[src/rtl/stack_pkg.sv]
// ============================================================================
//  Module   : stack_pkg
//  Brief    : Shared op encoding for the operand stack engine.
//  Revision : 1.0  initial release
// ============================================================================
`default_nettype none

package stack_pkg;

    localparam int STACK_OP_W = 3;

    // Encoding 3'b111 is reserved and behaves as a NOP
    typedef enum logic [STACK_OP_W-1:0] {
        OP_NOP     = 3'd0,
        OP_PUSH    = 3'd1,
        OP_POP     = 3'd2,
        OP_DUP     = 3'd3,
        OP_SWAP    = 3'd4,
        OP_OVER    = 3'd5,
        OP_REPLACE = 3'd6
    } stack_op_e;

endpackage

`default_nettype wire

[src/rtl/stack_engine.sv]
// ============================================================================
//  Module   : stack_engine
//  Brief    : Parametrised operand stack with encoded ops, occupancy and
//             sticky overflow/underflow flags. Optional peek port under
//             macro STACK_PEEK_EN.
//  Revision : 1.0  initial release
// ============================================================================
`default_nettype none

module stack_engine
    import stack_pkg::*;
#(
    parameter int WIDTH = 4,
    parameter int DEPTH = 8
) (
    input  logic                       clk,
    input  logic                       rst,
    input  logic                       op_valid,
    input  logic [STACK_OP_W-1:0]      op,
    input  logic [WIDTH-1:0]           in_word,
    input  logic                       clr_err,
    output logic [WIDTH-1:0]           top_word,
    output logic [WIDTH-1:0]           second_word,
    output logic [$clog2(DEPTH+1)-1:0] count,
    output logic                       empty,
    output logic                       full,
    output logic                       ovf,
    output logic                       udf,
    output logic                       op_done
`ifdef STACK_PEEK_EN
    ,
    input  logic [$clog2(DEPTH)-1:0]   peek_idx,
    output logic [WIDTH-1:0]           peek_word
`endif
);

    localparam int CW = $clog2(DEPTH + 1);
    localparam int IW = $clog2(DEPTH);
    localparam logic [CW-1:0] c_full_cnt = CW'(DEPTH);

    logic [WIDTH-1:0] r_mem [DEPTH];
    logic [CW-1:0]    r_count;
    logic             r_ovf;
    logic             r_udf;
    logic             r_op_done;

    stack_op_e        w_op;
    logic [IW-1:0]    w_sp;
    logic [IW-1:0]    w_top_idx;
    logic [IW-1:0]    w_sec_idx;
    logic             w_has1;
    logic             w_has2;
    logic             w_full;
    logic [WIDTH-1:0] w_top;
    logic [WIDTH-1:0] w_second;

    logic             w_exec;
    logic             w_ovf_err;
    logic             w_udf_err;
    logic             w_wa_en;
    logic [IW-1:0]    w_wa_idx;
    logic [WIDTH-1:0] w_wa_data;
    logic             w_wb_en;
    logic [IW-1:0]    w_wb_idx;
    logic [WIDTH-1:0] w_wb_data;
    logic [CW-1:0]    w_count_nxt;

    // Index arithmetic is modulo 2**IW, which stays correct when DEPTH is a
    // power of two and count==DEPTH truncates to 0.
    assign w_op      = stack_op_e'(op);
    assign w_sp      = r_count[IW-1:0];
    assign w_top_idx = w_sp - IW'(1);
    assign w_sec_idx = w_sp - IW'(2);
    assign w_has1    = (r_count != '0);
    assign w_has2    = (r_count >= CW'(2));
    assign w_full    = (r_count == c_full_cnt);
    assign w_top     = w_has1 ? r_mem[w_top_idx] : '0;
    assign w_second  = w_has2 ? r_mem[w_sec_idx] : '0;

    always_comb begin
        w_exec      = 1'b0;
        w_ovf_err   = 1'b0;
        w_udf_err   = 1'b0;
        w_wa_en     = 1'b0;
        w_wa_idx    = w_sp;
        w_wa_data   = in_word;
        w_wb_en     = 1'b0;
        w_wb_idx    = w_sec_idx;
        w_wb_data   = w_top;
        w_count_nxt = r_count;
        if (op_valid) begin
            // Count checks come first so DUP/OVER on an empty stack report underflow
            case (w_op)
                OP_PUSH: begin
                    if (w_full) begin
                        w_ovf_err = 1'b1;
                    end else begin
                        w_exec      = 1'b1;
                        w_wa_en     = 1'b1;
                        w_count_nxt = r_count + CW'(1);
                    end
                end
                OP_POP: begin
                    if (!w_has1) begin
                        w_udf_err = 1'b1;
                    end else begin
                        w_exec      = 1'b1;
                        w_count_nxt = r_count - CW'(1);
                    end
                end
                OP_DUP: begin
                    if (!w_has1) begin
                        w_udf_err = 1'b1;
                    end else if (w_full) begin
                        w_ovf_err = 1'b1;
                    end else begin
                        w_exec      = 1'b1;
                        w_wa_en     = 1'b1;
                        w_wa_data   = w_top;
                        w_count_nxt = r_count + CW'(1);
                    end
                end
                OP_SWAP: begin
                    if (!w_has2) begin
                        w_udf_err = 1'b1;
                    end else begin
                        w_exec    = 1'b1;
                        w_wa_en   = 1'b1;
                        w_wa_idx  = w_top_idx;
                        w_wa_data = w_second;
                        w_wb_en   = 1'b1;
                    end
                end
                OP_OVER: begin
                    if (!w_has2) begin
                        w_udf_err = 1'b1;
                    end else if (w_full) begin
                        w_ovf_err = 1'b1;
                    end else begin
                        w_exec      = 1'b1;
                        w_wa_en     = 1'b1;
                        w_wa_data   = w_second;
                        w_count_nxt = r_count + CW'(1);
                    end
                end
                OP_REPLACE: begin
                    if (!w_has1) begin
                        w_udf_err = 1'b1;
                    end else begin
                        w_exec   = 1'b1;
                        w_wa_en  = 1'b1;
                        w_wa_idx = w_top_idx;
                    end
                end
                default: ;
            endcase
        end
    end

    always_ff @(posedge clk) begin
        if (!rst) begin
            for (int i = 0; i < DEPTH; i++) begin
                r_mem[i] <= '0;
            end
        end else begin
            for (int i = 0; i < DEPTH; i++) begin
                if (w_wa_en && (w_wa_idx == IW'(i))) begin
                    r_mem[i] <= w_wa_data;
                end else if (w_wb_en && (w_wb_idx == IW'(i))) begin
                    r_mem[i] <= w_wb_data;
                end
            end
        end
    end

    // A new error in the same cycle as clr_err wins
    always_ff @(posedge clk) begin
        if (!rst) begin
            r_count   <= '0;
            r_ovf     <= 1'b0;
            r_udf     <= 1'b0;
            r_op_done <= 1'b0;
        end else begin
            r_count   <= w_count_nxt;
            r_ovf     <= w_ovf_err | (r_ovf & ~clr_err);
            r_udf     <= w_udf_err | (r_udf & ~clr_err);
            r_op_done <= w_exec;
        end
    end

    assign top_word    = w_top;
    assign second_word = w_second;
    assign count       = r_count;
    assign empty       = !w_has1;
    assign full        = w_full;
    assign ovf         = r_ovf;
    assign udf         = r_udf;
    assign op_done     = r_op_done;

`ifdef STACK_PEEK_EN
    logic          w_peek_ok;
    logic [IW-1:0] w_peek_pos;

    assign w_peek_ok  = (CW'(peek_idx) < r_count);
    assign w_peek_pos = w_top_idx - peek_idx;
    assign peek_word  = w_peek_ok ? r_mem[w_peek_pos] : '0;
`endif

endmodule

`default_nettype wire

[config.mk]
export PLATFORM = sky130hd
export DESIGN_NAME = stack_engine
export DESIGN_NICKNAME = d
export VERILOG_FILES = /design/src/rtl/stack_pkg.sv /design/src/rtl/stack_engine.sv
export SDC_FILE = /design/constraint.sdc
export NUM_CORES = 1
export LEC_CHECK = 0
export CAP_MARGIN = 20
export CORE_ASPECT_RATIO = 1.75
export CORE_MARGIN = 1
export CORE_UTILIZATION = 60
export DETAILED_ROUTE_END_ITERATION = 12
export GPL_TIMING_DRIVEN = 0
export HOLD_SLACK_MARGIN = 0.03
export PLACE_DENSITY = 0.85
export RECOVER_POWER = 50
export SETUP_SLACK_MARGIN = 0.02
export SYNTH_ARGS = -nofsm -noshare
export SYNTH_HDL_FRONTEND = slang
export SYNTH_SLANG_ARGS = --single-unit
[constraint.sdc]
create_clock -name clk -period 6.9 [get_ports clk]
set_input_delay 1.38 -clock clk [delete_from_list [all_inputs] [get_ports clk]]
set_output_delay 1.38 -clock clk [all_outputs]
set_load 0.01 [all_outputs]
* Word-level counts from Yosys, hierarchy flattened
Memories as Yosys holds them, arrays and structs flattened.
Cells that the tools add are included.
** Storage, ports and cells
- Register bits after elaboration :: 7
- Memory bits (writable) :: 32
- Input bits :: 11
- Output and inout port bits :: 17
- Logic and storage cells :: 191
- Memories kept :: 1
** Memory list
- r_mem :: depth 8, width 4, rd ports 2, clocked after Yosys merged registers in 0, wr ports 8, line stack_engine.sv:41 : logic [WIDTH-1:0] r_mem [DEPTH];
** Cells by class
- $add $sub $neg :: 4
- Order comparisons :: 1
- Equality and inequality tests :: 24
- Multiplexer cells :: 110
- Bitwise logic cells :: 21
- Reductions and logical operators :: 26
** Operators with widths (count)
- 4-bit two-way mux :: 28
- 1-bit two-way mux :: 72
- 3-bit == test (second input constant) :: 11
- 3-bit by 2-bit == test with 1-bit output (second input constant) :: 6
- 1-bit OR :: 18
- 1-bit logical AND :: 16
- 4-bit one-hot mux with 4 select lines :: 1
- 4-bit one-hot mux with 3 select lines :: 1
- 1-bit one-hot mux with 5 select lines :: 2
- 3-bit by 1-bit == test with 1-bit output (second input constant) :: 3
- 3-bit two-way mux :: 3
- 4-bit nonzero test :: 2
- 3-bit logical NOT :: 2
- 2-bit != test (second input constant) :: 3
- 3-bit one-hot mux with 2 select lines :: 1
- 5-bit AND reduction :: 1
- 4-bit by 1-bit adder with 4-bit output (second input constant) :: 1
- 4-bit == test (second input constant) :: 1
- 4-bit by 2-bit greater-or-equal comparator with 1-bit output (second input constant) :: 1
- 2-bit OR reduction :: 2
- 4-bit by 1-bit subtractor with 4-bit output (second input constant) :: 1
- 1-bit one-hot mux with 3 select lines :: 1
- 3-bit OR reduction :: 1
- 3-bit by 1-bit subtractor with 3-bit output (second input constant) :: 1
- other kinds (6) :: 7

* Depth between registers and ports, before layout
- Word-level depth :: 11
- Mapped depth :: 12
- Depth with buffers taken out :: 8

* Least setup slack after synthesis
OpenSTA, ideal clock, no wires.
- Path type :: register to output
- Start :: reg r_count[0], in the netlist count[0]
- End :: out top_word[2]
- Arrival :: 2.603 ns
- Data required time :: 5.520 ns
- Slack :: 2.917 ns
- Cell stages (with the launch flop) :: 9
- Buffers on the path :: 3
- Cells stage by stage :: dfxtp_1 buf_2 buf_2 inv_1 ha_1 clkbuf_1 mux4_2 mux2i_1 nor2_1
** Between the ends
- Longest elaborated chain between the ends :: 3
- Elaborated cells on any way between the ends :: 4
- Classes of those cells :: 1 x add/sub; 1 x mux; 1 x reduce/logical; 1 x memory
** Ends and longest elaborated chain
- from (decl) :: line stack_engine.sv:42 : logic [CW-1:0] r_count;
- from (signal assigned) :: line stack_engine.sv:184 : r_count <= w_count_nxt;
- 3-bit by 1-bit subtractor with 3-bit output :: line stack_engine.sv:72 : assign w_top_idx = w_sp - IW'(1);
- net w_top_idx[0] :: line stack_engine.sv:49 : logic [IW-1:0] w_top_idx;
- memory read 8 x 4 bit
- 4-bit two-way mux :: line stack_engine.sv:77 : assign w_top = w_has1 ? r_mem[w_top_idx] : '0;
- to (decl) :: line stack_engine.sv:22 : output logic [WIDTH-1:0] top_word,
The timed path passes the listed nets, and every way through them passes these cells.

* Worst setup path in the final report
- Start :: reg r_count[0], in the netlist count[0]
- End :: out top_word[0]
Same word-level chain as after synthesis.

==> results_dict.tcl <==
set metrics [dict create \
    clock_skew_ns 0.0156 \
    finalSetupTns_ns 0 \
    fin_crit_ns 6.00 \
    grt_max_degree 14 \
    num_vias 2770 \
    io_pins 28 \
    criticalPathCategory "reg2out" \
    comb_power_share_pct 24.6 \
    drt_iter0_drc 275 \
    maxCapViolCount 0 \
    cts_tree "yes" \
    ys_ff_latch 39 \
    slew_headroom_pct 39.9 \
    start_util_pct 62.4 \
    vdd_ir_drop_max_uv 205 \
    final_common_cell "mux2i_1" \
    hold_start "ovf$_SDFF_PN0_" \
    netlist_area_sq_mm 0.00308 \
    io_buffers 26 \
    crit_chain "clkbuf_1 > clkbuf_1 > inv_1 > ha_1 > clkbuf_1 > mux4_2 > mux2i_1 > nor2_1 > clkdlybuf4s50_1" \
    drt_pass1_iterations 6 \
    slowest_delay_ns 0.66 \
    cts_resized 0 \
    holdPathStages 2 \
    cp_data_arrival_time_ns 4.62 \
    async_reset_ff_share_pct 0 \
    cpMostUsedCell "clkbuf_1" \
    synth_edf_count 32 \
    clkSinkCount 39 \
    rr_worst_depth 11 \
    syn-mean-instance-area_sq_um 10.2 \
    core_sq_mm 0.00493 \
    max_freq_ghz 0.167 \
    worst-path-buf-inv 5 \
    start_kind "flip-flop" \
    root_buffer "clkbuf_8" \
    crit_family "buffers and inverters" \
    setup_violations 0 \
    rsz0062_at_grt "false" \
    p_int_mw 0.395 \
    cts_buffers 5 \
    p_per_area_mw_per_mm2 167 \
    cts_hold_buf 0 \
    worst-endpoint-required_ns 5.52 \
    p_clk_share_pct 28.0 \
    design_area_sq_mm 0.00348 \
    area.growth.synth_to_final_pct 13.0 \
    p_leak_nw 1.34 \
    yosys_warnings 0 \
    htreeDepth 2 \
    dieArea_sq_mm 0.00543 \
    dp_hpwl_microns 6720 \
    crit_path_end_kind "output pin" \
    num_rows 34 \
    synth_top_flop_cell "edfxtp_1" \
    grt_pass1_vias 2726 \
    worst_slew_pin_slew_ns 0.893 \
    grt-ovfl-total 0 \
    antenna_cells 0 \
    final_hold_viol_count 0 \
    p_sw_share_pct 31.9 \
    r2r_setup_slack_ns 2.29 \
    drive_gt1_share_pct 9.52 \
    antenna_found_initial 0 \
    outcome "finished, final reports clean" \
    seqPwrFrac_pct 47.4 \
    final_nets 354 \
    grt.total_usage_pct 35.4 \
    hp-class "reg2reg" \
    avgViaCountPerCell 7.10 \
    routedWlPerCell_microns 23.2 \
    syn-num-nets 320 \
    cts_setup_buffers 0 \
    rr_endpoint "r_mem[4][2]$_SDFFCE_PN0P_" \
    wl_microns 9050 \
    cp_slowest_cell "clkdlybuf4s50_1" \
    syn-instance-count 301 \
    mostFrequentLayoutCells "44 x mux2i_1, 43 x nand2_1, 32 x edfxtp_1" \
    crit_path_max_fanout 10 \
    clk_pin_slew_ns 0.10 \
    timing.final.crit_share_pct 87.0 \
    fp.dieW_microns 56.1 \
    grt_pass1_wl_microns 14200 \
    slew_viol_final 0 \
    power.switching_mw 0.185 \
    post-route-drc-count 0 \
    ant_nets 0 \
    cp-startpoint "count[0]$_SDFFE_PN0P_" \
    yosysUniqueCellTypes 51 \
    gp_congestion 1.05 \
    clock_latency_ns 0.31 \
    place_area_sq_mm 0.00341 \
    ys_seq_area_share_pct 35.8 \
    clk_path_buf_depth 2 \
    whs_endpoint "ovf$_SDFF_PN0_" \
    die_h_microns 96.8 \
    rr_startpoint "count[0]$_SDFFE_PN0P_" \
]
[cell families after synthesis]
family,synth area share [%]
adder cells (fa/ha/maj),3.50
AND/OR/NAND/NOR,18.7
multiplexers,26.0
flip-flops,35.8
buffers and inverters,4.67
AO/OA/AOI/OAI,9.88
XOR/XNOR,1.42
[per-layer routing]
| metal | global-route usage, % | up-vias | part of all wire, % |
|---|---|---|---|
| met5 | 0 | - | 0 |
| met4 | 28.0 | 0 | 8.8 |
| met3 | 5.75 | 75 | 7.4 |
| met2 | 59.5 | 199 | 50 |
| met1 | 38.3 | 1291 | 34 |
| li1 | - | 1205 | - |
[metrics by stage]
step	std cells	worst slack [ns]	total power [mW]	util [%]	hold WS, ns
finish	390	0.898	0.580	70.5	0.531
global placement	381	1.74	0.415	69.0	0.502
floorplan	301	2.92	0.369	-	0.526
global route	390	0.572	0.596	70.5	0.567
detailed placement	381	1.68	0.419	69.0	0.517
CTS	389	1.33	0.576	70.8	0.538
[power by group through the flow]
| stage | combinational (mW) | clock, mW | sequential (mW) |
|---|---|---|---|
| after floorplan | 0.0937 | 0 | 0.275 |
| after global placement | 0.136 | 0 | 0.279 |
| after detailed placement | 0.140 | 0 | 0.279 |
| after CTS | 0.141 | 0.160 | 0.274 |
| after global routing | 0.152 | 0.168 | 0.276 |
| final | 0.143 | 0.163 | 0.275 |
[cell usage after synthesis, types with 4 or more instances]
cell type / count / share of area, %
a21oi_1: 13 / 2.1
ha_1: 7 / 2.8
dfxtp_1: 7 / 4.6
mux2i_1: 44 / 14
buf_2: 4 / 0.65
and3_1: 5 / 1.0
nand3_1: 12 / 2.0
edfxtp_1: 32 / 31
nand2b_1: 5 / 1.0
and2_1: 4 / 0.81
inv_1: 11 / 1.3
mux4_2: 16 / 12
a211oi_1: 6 / 1.5
nand2_1: 43 / 5.2
nor2_1: 20 / 2.4
nor2b_1: 4 / 0.81
clkbuf_1: 12 / 1.5
[tightest hold or removal path, cell delays in order, from the launching register on]
cell and delay [ns]:
dfxtp_1 0.35, a21oi_1 0.07, nor2_1 0.08
[how the worst max path moves through the flow]
stage | to | slack, ns | cells after the start
detailed placement | top_word[2] | 1.68 | 9
global route | top_word[3] | 0.57 | 9
finish | top_word[0] | 0.90 | 9
floorplan | top_word[2] | 2.92 | 8
global placement | top_word[3] | 1.74 | 9
CTS | top_word[2] | 1.33 | 9
[flip-flops by register name, indices dropped and copies added (netlist names)]
register and cells:
count 4, op_done 1, ovf 1, r_mem 32, udf 1
[final cells by class]
cell class / count / area [sq um]
Buffer: 20 / 83.8
Clock buffer: 5 / 68.8
Clock inverter: 3 / 20.0
Fill cell: 386 / 1460
Inverter: 11 / 41.3
Multi-Input combinational cell: 231 / 1830
Sequential cell: 39 / 1100
Tap cell: 54 / 67.6
Timing Repair Buffer: 27 / 265
(Power assumes the default switching activity.)
